<file path="config.mk">
export PLATFORM = sky130hd
export DESIGN_NAME = data_mem_seq
export DESIGN_NICKNAME = d
export VERILOG_FILES = /design/src/rtl/data_mem_seq.sv
export SDC_FILE = /design/constraint.sdc
export NUM_CORES = 2
export LEC_CHECK = 0
export ABC_CLOCK_PERIOD_IN_PS = 13100
export CORE_MARGIN = 1
export CORE_UTILIZATION = 30
export DETAILED_ROUTE_END_ITERATION = 16
export SLEW_MARGIN = 20
export SYNTH_ARGS = -nofsm -noshare
export SYNTH_HDL_FRONTEND = slang
export SYNTH_SLANG_ARGS = --single-unit
</file>
<file path="constraint.sdc">
create_clock -name i_clk -period 13.1 [get_ports i_clk]
set_input_delay 2.62 -clock i_clk [delete_from_list [all_inputs] [get_ports i_clk]]
set_output_delay 2.62 -clock i_clk [all_outputs]
set_load 0.005 [all_outputs]
</file>
<file path="src/rtl/data_mem_seq.sv">
// Single-port data memory with valid/ready access, one-cycle registered reads,
// and a clear engine that writes CLR_VAL to every word after reset or on command.
module data_mem_seq #(
   parameter int                 DATA_W  = 8,
   parameter int                 ADDR_W  = 8,
   parameter int                 DEPTH   = 256,
   parameter logic [DATA_W-1:0]  CLR_VAL = '0
) (
   input  logic              i_clk,
   input  logic              i_rst_n,
   input  logic              i_req_valid,
   output logic              o_req_ready,
   input  logic              i_req_write,
   input  logic [ADDR_W-1:0] i_req_addr,
   input  logic [DATA_W-1:0] i_req_wdata,
   output logic              o_rd_valid,
   output logic [DATA_W-1:0] o_rd_data,
   output logic              o_err,
   input  logic              i_clear_start,
   output logic              o_busy,
   output logic              o_clear_done
);

   localparam int                IDX_W     = (DEPTH > 1) ? $clog2(DEPTH) : 1;
   localparam logic [ADDR_W:0]   DEPTH_L   = (ADDR_W + 1)'(DEPTH);
   localparam logic [ADDR_W-1:0] LAST_ADDR = ADDR_W'(DEPTH - 1);

   typedef enum logic {
      S_CLEAR = 1'b0,
      S_IDLE  = 1'b1
   } state_t;

   state_t              r_state;
   state_t              w_state_next;
   logic [ADDR_W-1:0]   r_clr_addr;
   logic [ADDR_W-1:0]   w_clr_addr_next;
   logic [DATA_W-1:0]   r_core [0:DEPTH-1];
   logic                r_rd_valid;
   logic [DATA_W-1:0]   r_rd_data;
   logic                r_err;
   logic                r_clear_done;

   logic                w_accept;
   logic                w_in_range;
   logic                w_clr_last;
   logic                w_we;
   logic [IDX_W-1:0]    w_waddr;
   logic [DATA_W-1:0]   w_wdata;
   logic [DATA_W-1:0]   w_rdata;

   assign o_busy      = (r_state == S_CLEAR);
   assign o_req_ready = (r_state == S_IDLE) && !i_clear_start;
   assign w_accept    = i_req_valid && o_req_ready;
   assign w_in_range  = ({1'b0, i_req_addr} < DEPTH_L);
   assign w_clr_last  = (r_clr_addr == LAST_ADDR);

   always_ff @(posedge i_clk or negedge i_rst_n) begin
      if (!i_rst_n) begin
         r_state    <= S_CLEAR;
         r_clr_addr <= '0;
      end else begin
         r_state    <= w_state_next;
         r_clr_addr <= w_clr_addr_next;
      end
   end

   // clear_start is deliberately ignored while a sweep is running
   always_comb begin
      w_state_next    = r_state;
      w_clr_addr_next = r_clr_addr;
      case (r_state)
         S_CLEAR: begin
            if (w_clr_last) begin
               w_state_next    = S_IDLE;
               w_clr_addr_next = '0;
            end else begin
               w_clr_addr_next = r_clr_addr + 1'b1;
            end
         end
         S_IDLE: begin
            if (i_clear_start) begin
               w_state_next = S_CLEAR;
            end
         end
         default: begin
            w_state_next    = S_CLEAR;
            w_clr_addr_next = '0;
         end
      endcase
   end

   // The reset gate keeps the array untouched while the FSM is held in CLEAR.
   always_comb begin
      w_we    = 1'b0;
      w_waddr = i_req_addr[IDX_W-1:0];
      w_wdata = i_req_wdata;
      if (r_state == S_CLEAR) begin
         w_we    = i_rst_n;
         w_waddr = r_clr_addr[IDX_W-1:0];
         w_wdata = CLR_VAL;
      end else if (w_accept && i_req_write && w_in_range) begin
         w_we    = i_rst_n;
      end
   end

   always_ff @(posedge i_clk) begin
      if (w_we) begin
         r_core[w_waddr] <= w_wdata;
      end
   end

   assign w_rdata = r_core[i_req_addr[IDX_W-1:0]];

   always_ff @(posedge i_clk or negedge i_rst_n) begin
      if (!i_rst_n) begin
         r_rd_valid   <= 1'b0;
         r_rd_data    <= '0;
         r_err        <= 1'b0;
         r_clear_done <= 1'b0;
      end else begin
         r_rd_valid   <= w_accept && !i_req_write;
         r_err        <= w_accept && !w_in_range;
         r_clear_done <= (r_state == S_CLEAR) && w_clr_last;
         if (w_accept && !i_req_write) begin
            r_rd_data <= w_in_range ? w_rdata : '0;
         end
      end
   end

   assign o_rd_valid   = r_rd_valid;
   assign o_rd_data    = r_rd_data;
   assign o_err        = r_err;
   assign o_clear_done = r_clear_done;

endmodule

</file>
==> reports/results.ini <==
[status]
outcome = complete, no violations

[worst_setup_path]
cp-end-kind = flip-flop
cp.arrival_ns = 7.37
cp-start-kind = input port
worstPathRequired_ns = 13.82
path_max_fanout = 56
path_class = input port to flip-flop

[logic_synthesis]
synth_seq_area_share = 0.760
yosys_warnings = 0
yosysTopAreaCell = edfxtp_1
synth_top_area_frac = 0.754
netlist_instances = 4091
synth_edf_count = 2048
ys_seq_elements = 2067
synth_area_leaders = edfxtp_1 75%, mux4_2 7.4%, mux2i_1 5.1%
synth.distinct_cells = 77
avgSynthCellArea_um2 = 19.9
async_flop_share = 0.00919
syn-num-nets = 4113
synthFlopType = edfxtp_1
syn-cell-area_um2 = 81500

[route]
wire_per_inst_um = 28.3
first_pass_iters = 6
drtIter0Drc = 4791
wl_um = 224000
drc = 0
final_antenna_net_count = 0
vias = 41751
vias_per_cell = 5.28

[die]
rows = 191
start_util = 0.301
core_area_um2 = 271000
die_area_um2 = 274000
die_y_um = 523
die_w_um = 523
io_pins = 34

[placed_design]
dp_hpwl_um = 135000
port_buffers = 32
gp_routability_congestion = 0.843
place_area_um2 = 85000
dp.cells = 7526

[clock_tree]
cts_tree = done
cts_setup_buffers = 0
numCtsBuffers = 203
cts.sinks = 2067
cts_htree_levels = 4
cts_hold_buf = 0
insertion_delay_ns = 0.86
cts_root_buffer = clkbuf_16
path_clk_slew_ns = 0.06
cts_resized = 0
cts.path.max_buffers = 3

[global_route]
grt_overflow = 0
grt_use_total = 0.161
grt_first_pass_wirelength_um = 317000
grt_pass1_vias = 41783
grt_antenna_before_repair = 8
grt_max_degree = 193

[worst_hold_path]
hold_class = flip-flop to flip-flop

[pwr]
leakage_nw = 24.1
irDropWorstVdd_uv = 140
powerDensity_nw_per_um2 = 148

[timing]
min_period_ns = 6.65
max_freq_mhz = 150
skew_ns = 0.0239
setup_viol = 0
whs_ns = 0.560
fin_crit_sh = 0.508
maxSlewViolCount = 0
slew_headroom = 0.186
final_hold_viol_count = 0
tightest_slew_ns = 1.19
setup_tns_ns = 0
rsz0062_at_grt = false

[finish]
final_area_um2 = 92100
multi_input_area_um2 = 17500
finalNonFillerCells = 7910
area.growth.synth_to_final_pct = 12.9
nNetsFinal = 4184
drive_gt1_frac = 0.168
fillers = 25179
fin_util = 0.340
regArea_um2 = 62000

[run]
drv_cap = 0

==> cell usage after synthesis (all sizes together) (17+ instances only) <==
cell type and number:
o22ai 123, o221ai 57, o21ai 56, a211oi 62
dfrtp 19, a221oi 47, nor3 26, mux2i 417
a31oi 17, nor2 303, a21oi 54, a22oi 28
nand2 109, edfxtp 2048, clkbuf 104, mux4 318
buf 141
==> path summary, 6_finish.rpt <==
kind | from | end | slack, ns | depth (start not counted)
worst max-delay path | i_req_addr[0] | o_rd_data[0]$_DFFE_PN0P_ | 6.45 | 8
worst min-delay path | r_clr_addr[7]$_DFFE_PN0N_ | r_clr_addr[7]$_DFFE_PN0N_ | 0.56 | 1
worst max register to register | r_state$_DFF_PN0_ | r_core[96][6]$_DFFE_PP_ | 8.70 | 5
worst min register to register | r_clr_addr[7]$_DFFE_PN0N_ | r_clr_addr[7]$_DFFE_PN0N_ | 0.56 | 1
max in group asynchronous | i_rst_n | r_clr_addr[2]$_DFFE_PN0N_ | 10.53 | 2
min in group asynchronous | i_rst_n | o_rd_data[6]$_DFFE_PN0P_ | 2.20 | 2
==> power breakdown <==
group | internal, mW | switching, mW
logic | 0.115 | 0.243
registers | 7.15 | 0
clock network | 3.54 | 2.58
==> state kept, by name, indices dropped and copies added, names as in the netlist <==
name and count:
o_clear_done 1, o_rd_data 8, o_rd_valid 1, r_clr_addr 8
r_core 2048, r_state 1
==> metrics by stage <==
step | worst slack [ns] | power [mW]
detailed placement | 5.56 | 7.65
finish | 6.45 | 13.6
global placement | 5.51 | 7.65
global route | 6.29 | 13.9
CTS | 6.48 | 13.7
floorplan | 6.37 | 7.55
==> kinds of logic (layout without fill, tap and decap cells) <==
| family | after synthesis | after routing | synth area share |
|---|---|---|---|
| AO/OA/AOI/OAI | 510 | 510 | 0.0444 |
| XOR/XNOR | 6 | 6 | 0.000645 |
| adder cells (fa/ha/maj) | 1 | 1 | 0.000153 |
| buffers and inverters | 257 | 504 | 0.0264 |
| flip-flops | 2067 | 2067 | 0.760 |
| multiplexers | 737 | 737 | 0.142 |
| other | 1 | 3 | 0.0000460 |
| AND/OR/NAND/NOR | 512 | 512 | 0.0265 |
==> cells in the final DEF, fill, tap and decap left out, types with 28 or more instances in the layout <==
cell                n
buf_4              73
mux4_1             49
mux2i_1           417
clkinv_1           38
a21oi_1            53
a221oi_1           46
o21ai_0            49
o221ai_1           57
nor2_1            296
mux4_2            269
clkinv_2           48
nand2_1            93
edfxtp_1         2048
clkbuf_16         203
o22ai_1           123
a22oi_1            28
clkdlybuf4s50_1    28
a211oi_1           62
bufinv_16          34
==> routing by layer <==
metal | global-route usage | up-vias | routed length [µm]
li1 | - | 17126 | -
met1 | 0.217 | 22060 | 90200
met2 | 0.258 | 2191 | 106000
met3 | 0.0297 | 370 | 18700
met4 | 0.0657 | 4 | 8850
met5 | 0 | - | 31
==> worst max-delay path, cell delays in order <==
cell       delay (ns)
buf_8            0.47
buf_4            0.79
buf_4            0.76
mux4_2           0.64
a2111oi_0        0.86
a31oi_1          0.41
a32oi_1          0.58
o21ai_1          0.12
==> cell type report <==
class | count | area share
multi-input combinational | 1767 | 0.190
antenna | 2 | 0.0000544
sequential | 2067 | 0.673
timing repair buffer | 112 | 0.0113
tap | 3570 | 0.0485
inverter | 11 | 0.000476
clock inverter | 155 | 0.0200
clock buffer | 226 | 0.0561
(Power assumes the default switching activity.)
